==> src/rtl/rv32_pkg.sv <==
// rv32_pkg: constants and types shared by the RV32I pipeline stages.
// No ports; provides XLEN, the canonical NOP, a zero word and the default reset PC.
package rv32_pkg;

    localparam int XLEN = 32;

    typedef logic [XLEN-1:0] word_t;

    localparam word_t INST_NOP         = 32'h0000_0013;
    localparam word_t ZERO_WORD        = '0;
    localparam word_t DEFAULT_RESET_PC = 32'h0000_0000;

    // One buffered fetch result: the PC it came from and the instruction word.
    typedef struct packed {
        word_t addr;
        word_t inst;
    } fetch_entry_t;

    // Word-align an address; misaligned fetch targets are not supported.
    function automatic word_t align_word(input word_t a);
        return {a[XLEN-1:2], 2'b00};
    endfunction

endpackage

==> src/rtl/fetch_fifo.sv <==
// fetch_fifo: generic synchronous FIFO, flushable, power-of-two DEPTH.
// Ports: clk, rst (sync active-low), flush, push/wdata, pop/rdata, full, empty, count.
module fetch_fifo #(
    parameter int WIDTH = 32,
    parameter int DEPTH = 2
) (
    input  logic                     clk,
    input  logic                     rst,
    input  logic                     flush,
    input  logic                     push,
    input  logic [WIDTH-1:0]         wdata,
    input  logic                     pop,
    output logic [WIDTH-1:0]         rdata,
    output logic                     full,
    output logic                     empty,
    output logic [$clog2(DEPTH):0]   count
);

    localparam int AW = $clog2(DEPTH);

    logic [WIDTH-1:0] mem [DEPTH];
    logic [AW-1:0]    wr_ptr;
    logic [AW-1:0]    rd_ptr;
    logic [AW:0]      cnt;
    logic             do_push;
    logic             do_pop;

    assign empty   = (cnt == '0);
    assign full    = (cnt == (AW+1)'(DEPTH));
    assign count   = cnt;
    assign rdata   = mem[rd_ptr];
    assign do_pop  = pop && !empty;
    // A pop in the same cycle frees the slot the push lands in.
    assign do_push = push && (!full || do_pop);

    always_ff @(posedge clk) begin
        if (!rst || flush) begin
            wr_ptr <= '0;
            rd_ptr <= '0;
            cnt    <= '0;
        end else begin
            if (do_push) wr_ptr <= wr_ptr + 1'b1;
            if (do_pop)  rd_ptr <= rd_ptr + 1'b1;
            unique case (1'b1)
                (do_push && !do_pop): cnt <= cnt + 1'b1;
                (do_pop && !do_push): cnt <= cnt - 1'b1;
                default:              cnt <= cnt;
            endcase
        end
    end

    always_ff @(posedge clk) begin
        if (do_push && !flush) mem[wr_ptr] <= wdata;
    end

    always_ff @(posedge clk) begin
        if (rst && !flush) begin
            assert (!(push && full && !pop))
                else $error("fetch_fifo: push into full FIFO");
        end
    end

endmodule

==> src/rtl/fetch_unit.sv <==
// fetch_unit: RV32I instruction fetch stage; owns the PC, issues word fetches on a
// req/gnt/rvalid bus, buffers responses and hands them to decode with valid/ready.
// Ports: clk, rst (sync active-low); ibus_req_o/addr_o/gnt_i/rvalid_i/rdata_i;
// jump_en_i/jump_addr_i redirect from EX; id_ready_i, inst_valid_o/inst_o/inst_addr_o.
module fetch_unit
    import rv32_pkg::*;
#(
    parameter logic [31:0] RESET_PC   = DEFAULT_RESET_PC,
    parameter int          FIFO_DEPTH = 2
) (
    input  logic        clk,
    input  logic        rst,
    output logic        ibus_req_o,
    output logic [31:0] ibus_addr_o,
    input  logic        ibus_gnt_i,
    input  logic        ibus_rvalid_i,
    input  logic [31:0] ibus_rdata_i,
    input  logic        jump_en_i,
    input  logic [31:0] jump_addr_i,
    input  logic        id_ready_i,
    output logic        inst_valid_o,
    output logic [31:0] inst_o,
    output logic [31:0] inst_addr_o
);

    localparam int CW = $clog2(FIFO_DEPTH) + 1;

    word_t         pc;
    logic [CW-1:0] outstanding;
    logic [CW-1:0] drop;
    logic          run;

    logic [CW-1:0] buf_count;
    logic          buf_full;
    logic          buf_empty;
    fetch_entry_t  buf_head;
    fetch_entry_t  buf_wdata;

    logic [CW-1:0] tag_count;
    logic          tag_full;
    logic          tag_empty;
    word_t         tag_head;

    logic [CW:0]   credit;
    logic          issue;
    logic          resp;
    logic          resp_keep;
    logic          resp_drop;
    logic          pop;

    // Buffered plus in-flight fetches may never exceed the buffer size,
    // so every response always has a slot waiting for it.
    assign credit      = {1'b0, buf_count} + {1'b0, outstanding};
    assign ibus_req_o  = run && !jump_en_i
                      && (credit < (CW+1)'(FIFO_DEPTH));
    assign ibus_addr_o = pc;
    assign issue       = ibus_req_o && ibus_gnt_i;

    // A response with nothing outstanding is a straggler from before reset.
    assign resp        = ibus_rvalid_i && (outstanding != '0);
    assign resp_keep   = resp && (drop == '0);
    assign resp_drop   = resp && (drop != '0);

    assign buf_wdata   = '{addr: tag_head, inst: ibus_rdata_i};

    assign inst_valid_o = !buf_empty && !jump_en_i;
    assign inst_o       = inst_valid_o ? buf_head.inst : INST_NOP;
    assign inst_addr_o  = inst_valid_o ? buf_head.addr : ZERO_WORD;
    assign pop          = inst_valid_o && id_ready_i;

    fetch_fifo #(
        .WIDTH (2 * XLEN),
        .DEPTH (FIFO_DEPTH)
    ) u_inst_buf (
        .clk   (clk),
        .rst   (rst),
        .flush (jump_en_i),
        .push  (resp_keep),
        .wdata (buf_wdata),
        .pop   (pop),
        .rdata (buf_head),
        .full  (buf_full),
        .empty (buf_empty),
        .count (buf_count)
    );

    // PC of every live request, in issue order, matched to responses.
    fetch_fifo #(
        .WIDTH (XLEN),
        .DEPTH (FIFO_DEPTH)
    ) u_tag_q (
        .clk   (clk),
        .rst   (rst),
        .flush (jump_en_i),
        .push  (issue),
        .wdata (pc),
        .pop   (resp_keep),
        .rdata (tag_head),
        .full  (tag_full),
        .empty (tag_empty),
        .count (tag_count)
    );

    always_ff @(posedge clk) begin
        if (!rst) begin
            pc          <= align_word(RESET_PC);
            outstanding <= '0;
            drop        <= '0;
            run         <= 1'b0;
        end else begin
            run         <= 1'b1;
            outstanding <= outstanding + CW'(issue) - CW'(resp);
            if (jump_en_i) begin
                pc   <= align_word(jump_addr_i);
                // Everything still in flight after this cycle is stale.
                drop <= outstanding - CW'(resp);
            end else begin
                if (issue)     pc   <= pc + 32'd4;
                if (resp_drop) drop <= drop - 1'b1;
            end
        end
    end

    always_ff @(posedge clk) begin
        if (rst && run) begin
            assert (!(ibus_rvalid_i && outstanding == '0))
                else $error("fetch_unit: rvalid with nothing outstanding");
            assert (!(resp_keep && buf_full && !pop))
                else $error("fetch_unit: response into full buffer");
            assert (!(issue && tag_full))
                else $error("fetch_unit: tag queue overflow");
            assert (!(resp_keep && tag_empty))
                else $error("fetch_unit: response without tag");
            assert ((tag_count + drop) == outstanding)
                else $error("fetch_unit: tag/drop/outstanding mismatch");
        end
    end

endmodule
==> config.mk <==
export PLATFORM = sky130hd
export DESIGN_NAME = fetch_unit
export DESIGN_NICKNAME = d
export VERILOG_FILES = /design/src/rtl/rv32_pkg.sv /design/src/rtl/fetch_fifo.sv /design/src/rtl/fetch_unit.sv
export SDC_FILE = /design/constraint.sdc
export NUM_CORES = 1
export LEC_CHECK = 0
export ABC_AREA = 1
export BUFFER_PORTS_ARGS = -buffer_cell sky130_fd_sc_hd__buf_2
export CAP_MARGIN = 15
export CELL_PAD_IN_SITES_DETAIL_PLACEMENT = 1
export CELL_PAD_IN_SITES_GLOBAL_PLACEMENT = 1
export CORE_MARGIN = 2
export CORE_UTILIZATION = 48
export CTS_CLUSTER_DIAMETER = 200
export DETAILED_ROUTE_END_ITERATION = 12
export GPL_TIMING_DRIVEN = 1
export PLACE_DENSITY_LB_ADDON = 0.1
export SLEW_MARGIN = 25
export SYNTH_ARGS = -nofsm -noshare
export SYNTH_HDL_FRONTEND = slang
export SYNTH_HIERARCHICAL = 1
export SYNTH_SLANG_ARGS = --single-unit
==> constraint.sdc <==
create_clock -name clk -period 14.6 [get_ports clk]
set_input_delay 0.73 -clock clk [delete_from_list [all_inputs] [get_ports clk]]
set_output_delay 0.73 -clock clk [all_outputs]
set_load 0.01 [all_outputs]
Word-level counts from Yosys, hierarchy flattened
Memories as Yosys holds them, arrays and structs flattened. A register that Yosys moved wholly into a read port is not among the register bits.
Cells that the tools add are included.

word-level totals
  bits in latches = 0
  output and inout port bits = 98
  RAM bits = 192
  bits in registers = 45
  input bits = 70
  logic and storage cells = 89
  ROM bits = 0
  memories = 2

cells by class
  equality and inequality tests = 2
  divide/modulo/power cells = 0
  reduce and logical (&&, ||, !) cells = 41
  $mul = 0
  mux-type cells = 17
  shift operators = 0
  add/sub/neg operators = 14
  bitwise operators = 1
  $lt $le $gt $ge = 1

memory list
  memory          depth  bits a word  rd ports  clocked after Yosys merged registers in  wr ports  line              text
  u_inst_buf.mem  2      64           1         1                                        1         fetch_fifo.sv:21  logic [WIDTH-1:0] mem [DEPTH];
  u_tag_q.mem     2      32           1         1                                        1         fetch_fifo.sv:21

operators by type and width
  kind                     count
  $mux W32                 4
  $add A32 B3 Y32 const B  1
  $logic_and A1 B1 Y1      18
  $reduce_bool A2 Y1       6
  $logic_not A1 Y1         10
  $mux W1                  9
  $pmux W2 S2              2
  $logic_not A2 Y1         3
  $sub A2 B1 Y2 const B    3
  $add A1 B1 Y1 const B    4
  $add A2 B1 Y2 const B    2
  $eq A2 B2 Y1 const B     2
  $mux W2                  2
  $sub A2 B1 Y2            2
  $add A2 B2 Y3            1
  $logic_or A1 B1 Y1       3
  $lt A3 B2 Y1 const B     1
  $add A2 B1 Y2            1
  $reduce_or A2 Y1         1
  $not A1 Y1               1

Logic depth before layout (Yosys ltp)
  depth after elaboration = 10
  gate-level depth with buffers = 14
  depth with buffers taken out = 13

Cells and area by module
Netlist, hierarchy kept.

modules (own cells, without submodules)
  module                   instances  area each (um^2)  cells an instance  sequential area each (um^2)
  fetch_fifo (u_inst_buf)  1          4899.7            237                3943.8
  fetch_unit               1          2996.6            546                700.7
  fetch_fifo (u_tag_q)     1          2567.5            138                2021.9

Least setup slack after synthesis
OpenSTA, ideal clock, no wires.

  path type = input -> register
  start point = in jump_en_i
  end point = mem u_inst_buf/mem[0][0] (netlist bit), enable pin
  arrival = 5.949 ns
  setup time = 0.565 ns
  path slack = 8.086 ns
  required time = 14.035 ns
  stages on the path = 6
  cell sequence = nor2_1 -> inv_1 -> clkbuf_1 -> nor2_1 -> o21ai_2 -> nor3_1

between the ends
  word-level cells in the longest chain between the ends = 9

RTL lines
  what                           line              text
  from (decl)                    fetch_unit.sv:18  input logic jump_en_i,
  $logic_not A1 Y1               fetch_unit.sv:66  assign inst_valid_o = !buf_empty && !jump_en_i;
  $logic_and A1 B1 Y1            fetch_unit.sv:66
  $logic_and A1 B1 Y1            fetch_unit.sv:69  assign pop = inst_valid_o && id_ready_i;
  via pop                        fetch_unit.sv:49  logic pop;
  $logic_and A1 B1 Y1            fetch_fifo.sv:32  assign do_pop = pop && !empty;
  $logic_or A1 B1 Y1             fetch_fifo.sv:34  assign do_push = push && (!full || do_pop);
  $logic_and A1 B1 Y1            fetch_fifo.sv:34
  $logic_and A1 B1 Y1            fetch_fifo.sv:53  if (do_push && !flush) mem[wr_ptr] <= wdata;
  $mux W1                        fetch_fifo.sv:53
  $mux W1 (not written as such)  fetch_fifo.sv:53
  to (decl)                      fetch_fifo.sv:21

The timed path passes the listed nets, and every way through them passes these cells.

Final worst setup path
  start point = in jump_en_i
  end point = out inst_o[0]

between the ends
  word-level cells in the longest chain between the ends = 3

RTL lines
  what                 line              text
  $logic_not A1 Y1     fetch_unit.sv:66
  $logic_and A1 B1 Y1  fetch_unit.sv:66
  $mux W32             fetch_unit.sv:67  assign inst_o = inst_valid_o ? buf_head.inst : INST_NOP;
  to (decl)            fetch_unit.sv:22  output logic [31:0] inst_o,

No other way between the ends.

==> results.md <==
* Core Util, Final at 0.587
* Highest-delay cell along the critical path: buf_2
* Die W at roughly 150 um
* CP Capture Type: output pin
* Routed met3 length at 1.40 mm
* Remaining routing DRC violations at 0
* Data required time of the critical path at roughly 14 ns
* Number of cells traversed by the worst hold path at 1
* Fmax at 0.305 GHz
* Number of sinks handled by clock tree synthesis at between 200 and 250
* Number of antenna repair diodes at 0
* Min Tclk post-route at 3.28 ns
* Critical path, cell by cell: buf_2 > nor2_1 > inv_2 > buf_4 > or2_2 > buf_2
* Std-Cell Core Area at approximately 0.021 mm^2
* Share of layout cells above drive strength 1 at 0.279
* Die area at between 0.02 and 0.025 mm^2
* Final count of negative-setup-slack endpoints at 0
* Gate count after technology mapping at between 900 and 1000
* Crit-path max FO at between 60 and 70
* Number of buffers added to fix hold violations after cts at 0
* Post-route cell area at about 0.012 mm^2
* Syn. warnings at 6
* Slew at the pin closest to its max-slew limit at ~0.93 ns
* Routability congestion estimate at just under 0.8
* Post-synthesis average cell area at between 10 and 15 um^2
* Most frequent standard cell in the layout excluding fill and tap cells: edfxtp_1
* Number of global-route vias before repair at about 7000
* CTS tree: yes
* Setup Skew at 0.00662 ns
* Final cycle utilization of the critical path at 0.224
* Max Slew Vio Count at 0
* Height of the die at approximately 150 um
* Power density relative to cell area at roughly 130 mW/mm^2
* Worst max-slew margin expressed relative to the limit at 0.379
* Met2 wirelength from detailed routing at between 10 and 15 mm
* Worst Hold Path EP: u_inst_buf/mem[0][20]$_DFFE_PP_
* Number of antenna violations at the first check in global routing at 0
* Delay of the slowest cell on the worst path at around 0.62 ns
* Total I/O pin count at roughly 170
* Clock latency of the later-clocked register in the worst-skew pair at 0.52 ns
* Total GRT Usage at 0.204
* Sum of routed wire length over all layers at between 20 and 25 mm
* Register-to-register setup slack at 11.43 ns
* Crit Reg-Reg Startpoint: u_inst_buf/count[1]$_SDFFE_PP0P_
* Number of nets at the end of the flow at approximately 1200
* Via-to-Cell Ratio at about 5.1
* Hold path start: ibus_rdata_i[20]
* DRT Pass-1 Iters at 4
* Number of buffers created by CTS at 26
* Cell repeated most along the worst path: buf_2
* Total via count in the routed design at approximately 7000
* Global-route wire length before repair at about 36 mm
* Number of resized instances in the post-cts repair step at 0
* Reg2Reg Depth at 10
* Highest metal layer with signal wires: met4
* Number of rows created at floorplan at 53
* DRT iter0 DRCs at roughly 280
* Netlist area before placement at around 0.010 mm^2
* Area of placed instances at between 0.01 and 0.015 mm^2
* Worst VDD drop at 0.000101 V
* Total negative slack at 0 ns
* Routed met1 length at 10.3 mm
* Clk slew on worst S/H paths at ~0.060 ns
* Root Buffer: clkbuf_16
* Starting utilization of the core area at 0.493
* Final Hold Fails at 0
* Data arrival time of the critical path at 2.55 ns
* Critical Path Source Type: primary input
* Status: completed
* Number of port buffers at roughly 160
* Detailed-route wire length per cell at about 17 um
* CTS H-tree lvls at 1
* Layout overhead on the synthesized area at 19.1%
* Post-CTS Setup Inserts at 0
* HP Class: primary input to flip-flop
* Final HPWL DP at about 15 mm
* Count of maximum capacitance violations at 0
* Total gr overflow at 0
* CTS Buffer Depth at 3
* Number of placed instances, taps included at about 1300
* Fin cells at 1386
* Leakage power figure at between 5 and 6 nW
* Worst setup path class: primary input to output pin
* Count of antenna-violating nets left after detailed routing at 0
* Most used cells in the layout excluding fill and tap cells: 192 x edfxtp_1, 163 x buf_2, 138 x inv_1
* Total design power at between 1.5 and 2 mW
* Reg-to-Reg End: u_inst_buf/mem[1][8]$_DFFE_PP_
* Largest net degree at the start of global routing at 66
* Unrepaired setup endpoints after global routing: false
flip-flops by register name, indices dropped and copies added, names as in the netlist, 2 cells and up, named ones only:
name	cells
drop	2
u_inst_buf/mem	128
u_inst_buf/count	2
ibus_addr_o	30
u_tag_q/mem	64
outstanding	2
u_tag_q/count	2
report_power, final:
part | switching [mW] | internal (mW) | total (mW)
logic | 0.0806 | 0.0475 | 0.128
registers | 0.0213 | 0.764 | 0.785
clock network | 0.262 | 0.450 | 0.712
total | 0.364 | 1.26 | 1.63
final cells by class:
class | count | area (um^2)
Clock buffer | 35 | 756
Clock inverter | 13 | 196
Fill cell | 2281 | 8770
Inverter | 144 | 541
Multi-Input combinational cell | 512 | 3080
Sequential cell | 237 | 6670
Tap cell | 275 | 344
Timing Repair Buffer | 170 | 868
per-layer routing:
metal | up-vias | GRT usage
li1 | 3411 | -
met1 | 3399 | 0.256
met2 | 177 | 0.363
met3 | 34 | 0.0392
met4 | 0 | 0.0551
met5 | - | 0
how the worst max path moves through the flow:
stage | cells past startpoint | start | endpoint | slack, ns
6_report | 6 | jump_en_i | inst_o[0] | 11.32
5_1_grt | 6 | jump_en_i | inst_o[4] | 11.15
4_1_cts | 6 | jump_en_i | inst_o[0] | 11.28
3_5_place_dp | 8 | jump_en_i | u_inst_buf/mem[1][8]$_DFFE_PP_ | 10.84
3_3_place_gp | 8 | jump_en_i | u_inst_buf/mem[0][8]$_DFFE_PP_ | 10.92
2_1_floorplan | 6 | jump_en_i | u_inst_buf/mem[0][0]$_DFFE_PP_ | 8.09
through the flow:
step	hold WS [ns]	setup slack, ns
after global routing	0.378	11.15
after CTS	0.368	11.28
final	0.393	11.32
after floorplan	0.447	8.09
after global placement	0.456	10.92
after detailed placement	0.477	10.84
critical path, delay by kind of cell:
family        cells  cell delay [ns]
simple gates      2             0.40
buf+inv           4             1.37
Power figures use the tool's default switching activity.
